==> config.mk <==
export PLATFORM = sky130hd
export DESIGN_NAME = uart_boot_loader
export DESIGN_NICKNAME = d
export VERILOG_FILES = /design/src/rtl/uart_boot_loader.sv
export SDC_FILE = /design/constraint.sdc
export NUM_CORES = 1
export LEC_CHECK = 0
export BUFFER_PORTS_ARGS = -buffer_cell sky130_fd_sc_hd__buf_2
export CAP_MARGIN = 20
export CORE_ASPECT_RATIO = 1.75
export CORE_MARGIN = 1
export CORE_UTILIZATION = 58
export DETAILED_ROUTE_END_ITERATION = 10
export PLACE_DENSITY = 0.79
export SETUP_SLACK_MARGIN = 0.05
export SLEW_MARGIN = 20
export SYNTH_ARGS = -nofsm -noshare
export SYNTH_HDL_FRONTEND = slang
export SYNTH_SLANG_ARGS = --single-unit
==> constraint.sdc <==
create_clock -name clk -period 2.5 [get_ports clk]
set_clock_uncertainty 0.15 [all_clocks]
set_input_delay 0.375 -clock clk [delete_from_list [all_inputs] [get_ports clk]]
set_output_delay 0.375 -clock clk [all_outputs]
set_load 0.02 [all_outputs]
==> src/rtl/uart_boot_loader.sv <==
// Boot loader: parses a framed image from the RX FIFO into RAM, then releases the core.
// Ports: clk/rst, fifo_empty/fifo_q/fifo_rdreq, ram_addr/ram_data/ram_we, core_run, boot_busy, boot_err, tx_full/tx_wrreq/tx_data.
// Option: define UART_BOOT_ECHO_EN to echo every captured byte to the TX FIFO.
module uart_boot_loader #(
  parameter int          ADDR_W    = 13,
  parameter logic [7:0]  SYNC_BYTE = 8'h55,
  parameter int          MAX_WORDS = 8192
) (
  input  logic              clk,
  input  logic              rst,
  input  logic              fifo_empty,
  input  logic [7:0]        fifo_q,
  output logic              fifo_rdreq,
  output logic [ADDR_W-1:0] ram_addr,
  output logic [31:0]       ram_data,
  output logic              ram_we,
  output logic              core_run,
  output logic              boot_busy,
  output logic              boot_err,
  input  logic              tx_full,
  output logic              tx_wrreq,
  output logic [7:0]        tx_data
);

  typedef enum logic [2:0] {
    IDLE, LEN_LO, LEN_HI, DATA, WRITE, CSUM, DONE
  } state_t;

  state_t            state;
  logic              pend;
  logic [1:0]        bcnt;
  logic [ADDR_W:0]   wcnt;
  logic [7:0]        csum;
  logic [15:0]       len;
  logic [23:0]       acc;
  logic              need;
  logic [15:0]       len_new;

  assign need = (state == IDLE) || (state == LEN_LO) ||
                (state == LEN_HI) || (state == DATA) ||
                (state == CSUM);

  // Combinational so it can never fire on a stale empty flag.
  assign fifo_rdreq = !rst && need && !fifo_empty && !pend;

  assign len_new   = {fifo_q, len[7:0]};
  assign boot_busy = (state != IDLE) && (state != DONE);

  always_ff @(posedge clk) begin
    if (rst) begin
      state    <= IDLE;
      pend     <= 1'b0;
      bcnt     <= '0;
      wcnt     <= '0;
      csum     <= '0;
      len      <= '0;
      acc      <= '0;
      ram_addr <= '0;
      ram_data <= '0;
      ram_we   <= 1'b0;
      core_run <= 1'b0;
      boot_err <= 1'b0;
    end else begin
      pend   <= fifo_rdreq;
      ram_we <= 1'b0;
      unique case (state)
        IDLE: begin
          if (pend && fifo_q == SYNC_BYTE) begin
            boot_err <= 1'b0;
            csum     <= '0;
            wcnt     <= '0;
            state    <= LEN_LO;
          end
        end
        LEN_LO: begin
          if (pend) begin
            len[7:0] <= fifo_q;
            csum     <= csum ^ fifo_q;
            state    <= LEN_HI;
          end
        end
        LEN_HI: begin
          if (pend) begin
            len  <= len_new;
            csum <= csum ^ fifo_q;
            if (32'(len_new) > 32'(MAX_WORDS)) begin
              boot_err <= 1'b1;
              state    <= IDLE;
            end else if (len_new == 16'd0) begin
              state <= CSUM;
            end else begin
              bcnt  <= '0;
              state <= DATA;
            end
          end
        end
        DATA: begin
          if (pend) begin
            csum <= csum ^ fifo_q;
            bcnt <= bcnt + 2'd1;
            // Shift in LSB-first; the 4th byte lands on top.
            if (bcnt == 2'd3) begin
              ram_we   <= 1'b1;
              ram_addr <= wcnt[ADDR_W-1:0];
              ram_data <= {fifo_q, acc};
              state    <= WRITE;
            end else begin
              acc <= {fifo_q, acc[23:8]};
            end
          end
        end
        WRITE: begin
          wcnt <= wcnt + 1'b1;
          if (32'(wcnt) + 32'd1 == 32'(len)) begin
            state <= CSUM;
          end else begin
            bcnt  <= '0;
            state <= DATA;
          end
        end
        CSUM: begin
          if (pend) begin
            if (fifo_q == csum) begin
              core_run <= 1'b1;
              state    <= DONE;
            end else begin
              boot_err <= 1'b1;
              state    <= IDLE;
            end
          end
        end
        DONE: begin
          state <= DONE;
        end
        default: state <= IDLE;
      endcase
    end
  end

`ifdef UART_BOOT_ECHO_EN
  logic       echo_v;
  logic [7:0] echo_b;

  always_ff @(posedge clk) begin
    if (rst) begin
      echo_v <= 1'b0;
      echo_b <= '0;
    end else begin
      echo_v <= pend;
      if (pend) echo_b <= fifo_q;
    end
  end

  // A full TX FIFO drops the echo; loading never waits.
  assign tx_wrreq = echo_v && !tx_full;
  assign tx_data  = echo_b;
`else
  logic unused_tx_full;
  assign unused_tx_full = tx_full;
  assign tx_wrreq = 1'b0;
  assign tx_data  = 8'h00;
`endif

endmodule

==> summary.txt <==
crit-path cells: nand4_1, nor2_4, a21oi_1, nor3_1, o2111ai_4, a41o_1
Total GRT Usage: 32.01%
htree depth: 4
worst r2r src: wcnt[9]$_SDFFE_PP0P_
Syn Area/Cell: 7.668 sq um
CP peak stage delay: 510 ps
max_cap viols: 0
die area: 9766 sq um
DP Worst Slack: 100.8 ps
Antenna Nets Post-Route: 0
Min-Delay Path Class: input port to flip-flop
Worst Hold Endpoint: pend$_SDFF_PP0_
R2R Setup Slk: 30 ps
CTS tree: done
first-pass GRT wire length: 23540 um
main flop type after synthesis: dfxtp_1
Gate Count Post-Synth: 708
layout cells sized above 1: 18.10%
register bit count reported by yosys: 116
post-DR wirelength/cell: 16.14 um
CP delay by family, top: simple AND/OR/NAND/NOR gates
R2R depth: 6
Critical Path RT: 2660 ps
PwrDens: 682.6 nW/um^2
worst IR drop on VDD: 0.0005955 V
Pre-Repair DR Iteration Count: 5
Port Buf Inserts: 60
clk slew on worst S/H paths: 60 ps
Clock Latency Late Sink: 420 ps
leak pwr: 2.463 nW
# diodes: 0
CP max-delay cell: dfxtp_1
Inserted Clock Buffers: 17
post-CTS setup buffer count: 0
Setup crit end kind: flip-flop
DP HPWL: 9500 um
top-level port count: 71
fraction of registers with async set/reset: 0%
post-layout net count: 780
final setup fails: 0
clk sinks: 116
Die Height: 130.0 um
synth unique cells: 59
vias per inst: 5.884
Cell Rows: 46
Total Routed Length: 14510 um
crit path from: wcnt[9]$_SDFFE_PP0P_
hold_sp: fifo_empty
area growth from synthesis to layout: 18.51%
CP Launch Type: flip-flop
final hold vios: 0
Remaining DRCs: 0
Mapped Area: 5429 sq um
Final Cycle Share: 98.85%
non-filler instance count after layout: 899
Worst Path Arrival: 2630 ps
placed cells: 867
slew margin rel.: 51.28%
post-synthesis sequential area ratio: 42.77%
Worst Path Max Fanout: 10
WP buf/inv: 0
setup ws final: 28.70 ps
number of global-route vias before repair: 5005
achievable frequency: 0.4046 GHz
Core Area: 9094 sq um
initial drt markers: 329
Slew Limit Fails: 0
# fillers: 745
hold_ws: 22.81 ps
GR Overflow Total: 0
die width: 75.14 um
status: finished, final reports clean
maximum number of pins on one net before global-route repair: 79
Least-Margin Pin Slew: 725.9 ps
Hold Crit Depth: 2
initial antenna violation count: 0
CTS max path bufs: 2
crit path kind: flip-flop to flip-flop
fin crit period: 2471 ps
vias: 5290
RD Place Congestion: 0.9909
Reg-to-Reg End: state[1]$_SDFFE_PP0P_
Initial Util: 59.70%
Post-synth EDFFs: 0
Yosys warnings: 0
CTS root buf: clkbuf_16
==> power breakdown <==
group | leakage, nW | switching (mW) | internal [mW]
clock | 0.287 | 0.905 | 1.53
sequential | 0.934 | 0.000542 | 1.85
combinational | 1.24 | 0.0832 | 0.0219
==> layout by cell type, fill, tap and decap left out, types with 3 or more instances in the layout <==
master,n
conb_1,9
nor3_1,10
nand2_1,191
inv_1,10
nand2b_1,3
inv_6,3
clkinvlp_4,3
a21oi_1,115
xor2_1,17
nor4_1,6
nand3_1,15
nor2_1,38
nor2b_1,3
xnor2_1,8
buf_2,59
clkbuf_16,17
buf_4,30
and4_1,3
or3_1,5
o21ai_0,28
a31oi_1,5
and3_1,5
dfxtp_1,115
nand3b_1,11
nand4_1,9
clkinv_4,4
a311oi_1,3
==> flip-flops by register name, summed over array words and instances (netlist names) <==
name	count
ram_we	1
boot_err	1
csum	8
ram_addr	13
pend	1
len	16
acc	24
state	3
wcnt	14
core_run	1
bcnt	2
ram_data	32
==> timing repair <==
action                                  in CTS  in global routing
endpoints found under the setup margin       1                  4
resized for setup                            1                  8
pin swaps                                    0                  1
hold buffers                                 0                  0
gates cloned                                 0                  0
==> synth_stat cells (3+ instances only) <==
| cell type | n | area (sq um) |
|---|---|---|
| nand2_1 | 191 | 716.9 |
| dfxtp_1 | 116 | 2322 |
| a21oi_1 | 115 | 575.6 |
| nor2_1 | 39 | 146.4 |
| o21ai_0 | 28 | 140.1 |
| clkbuf_1 | 25 | 93.84 |
| xor2_1 | 17 | 148.9 |
| nand3_1 | 15 | 75.07 |
| buf_4 | 13 | 97.59 |
| nand3b_1 | 11 | 82.58 |
| nor3_1 | 11 | 55.05 |
| buf_2 | 10 | 50.05 |
| inv_1 | 10 | 37.54 |
| nand4_1 | 9 | 56.30 |
| xnor2_1 | 8 | 70.07 |
| and3_1 | 6 | 37.54 |
| nor4_1 | 6 | 37.54 |
| a31oi_1 | 5 | 31.28 |
| buf_6 | 5 | 56.30 |
| clkbuf_8 | 5 | 68.82 |
| or3_1 | 5 | 31.28 |
| nor2b_1 | 4 | 25.02 |
| a2111oi_0 | 3 | 26.28 |
| a311oi_1 | 3 | 26.28 |
| and4_1 | 3 | 26.28 |
| nand2b_1 | 3 | 18.77 |
==> worst register-to-register path: cells and delay by family (launching register included) <==
family | cells | cell delay (ps)
compound gates | 3 | 670
simple gates | 3 | 1030
flops | 1 | 510
==> logic make-up after synthesis <==
logic type	count (synthesis)	synth area share, %
buffers and inverters	70	7.582
muxes	2	0.3688
adders and majority gates	2	0.4609
and+or+nand+nor	313	25.95
AOI/OAI and AO/OA	179	18.76
other	1	0.06907
DFF	116	42.77
xor gates and xnor gates	25	4.033
==> layer usage <==
| layer | global-route usage, % | wire, um | up-vias | part of all wire [%] |
|---|---|---|---|---|
| li1 | - | - | 2508 | - |
| met1 | 35.40 | 5323 | 2482 | 37 |
| met2 | 54.00 | 7544 | 230 | 52 |
| met3 | 7.645 | 881 | 70 | 6.1 |
| met4 | 19.93 | 761 | 0 | 5.2 |
| met5 | 0 | 0 | - | 0 |
==> layout make-up <==
type	count	area, sq um	share of cell area [%]
clock inverters	13	148.9	2.314
inverters	10	37.54	0.5834
multi-input cells	530	2760	42.90
clock buffers	19	452.9	7.040
flip-flops and latches	116	2323	36.11
well taps	120	150.1	2.334
repair buffers	91	560.5	8.713
==> worst max path at each step <==
stage / endpoint / slack [ps] / depth (start not counted)
6_report: state[1]$_SDFFE_PP0P_ / 30 / 6
5_1_grt: state[1]$_SDFFE_PP0P_ / -90 / 6
4_1_cts: fifo_rdreq / 50 / 4
3_5_place_dp: state[1]$_SDFFE_PP0P_ / 100 / 7
3_3_place_gp: state[1]$_SDFFE_PP0P_ / 210 / 7
2_1_floorplan: fifo_rdreq / 170 / 3
==> metrics by stage <==
step | utilization [%] | TNS [ps] | cell area [sq um] | total power, mW
6_report | 70.75 | 0 | 6434 | 4.392
5_1_grt | 70.75 | -139.2 | 6434 | 4.500
4_1_cts | 70.39 | 0 | 6401 | 4.410
3_5_place_dp | 63.76 | 0 | 5798 | 1.992
3_3_place_gp | 63.76 | 0 | 5798 | 1.991
2_1_floorplan | - | 0 | 5459 | 1.978
No activity file was read; power rests on OpenSTA's default activity.
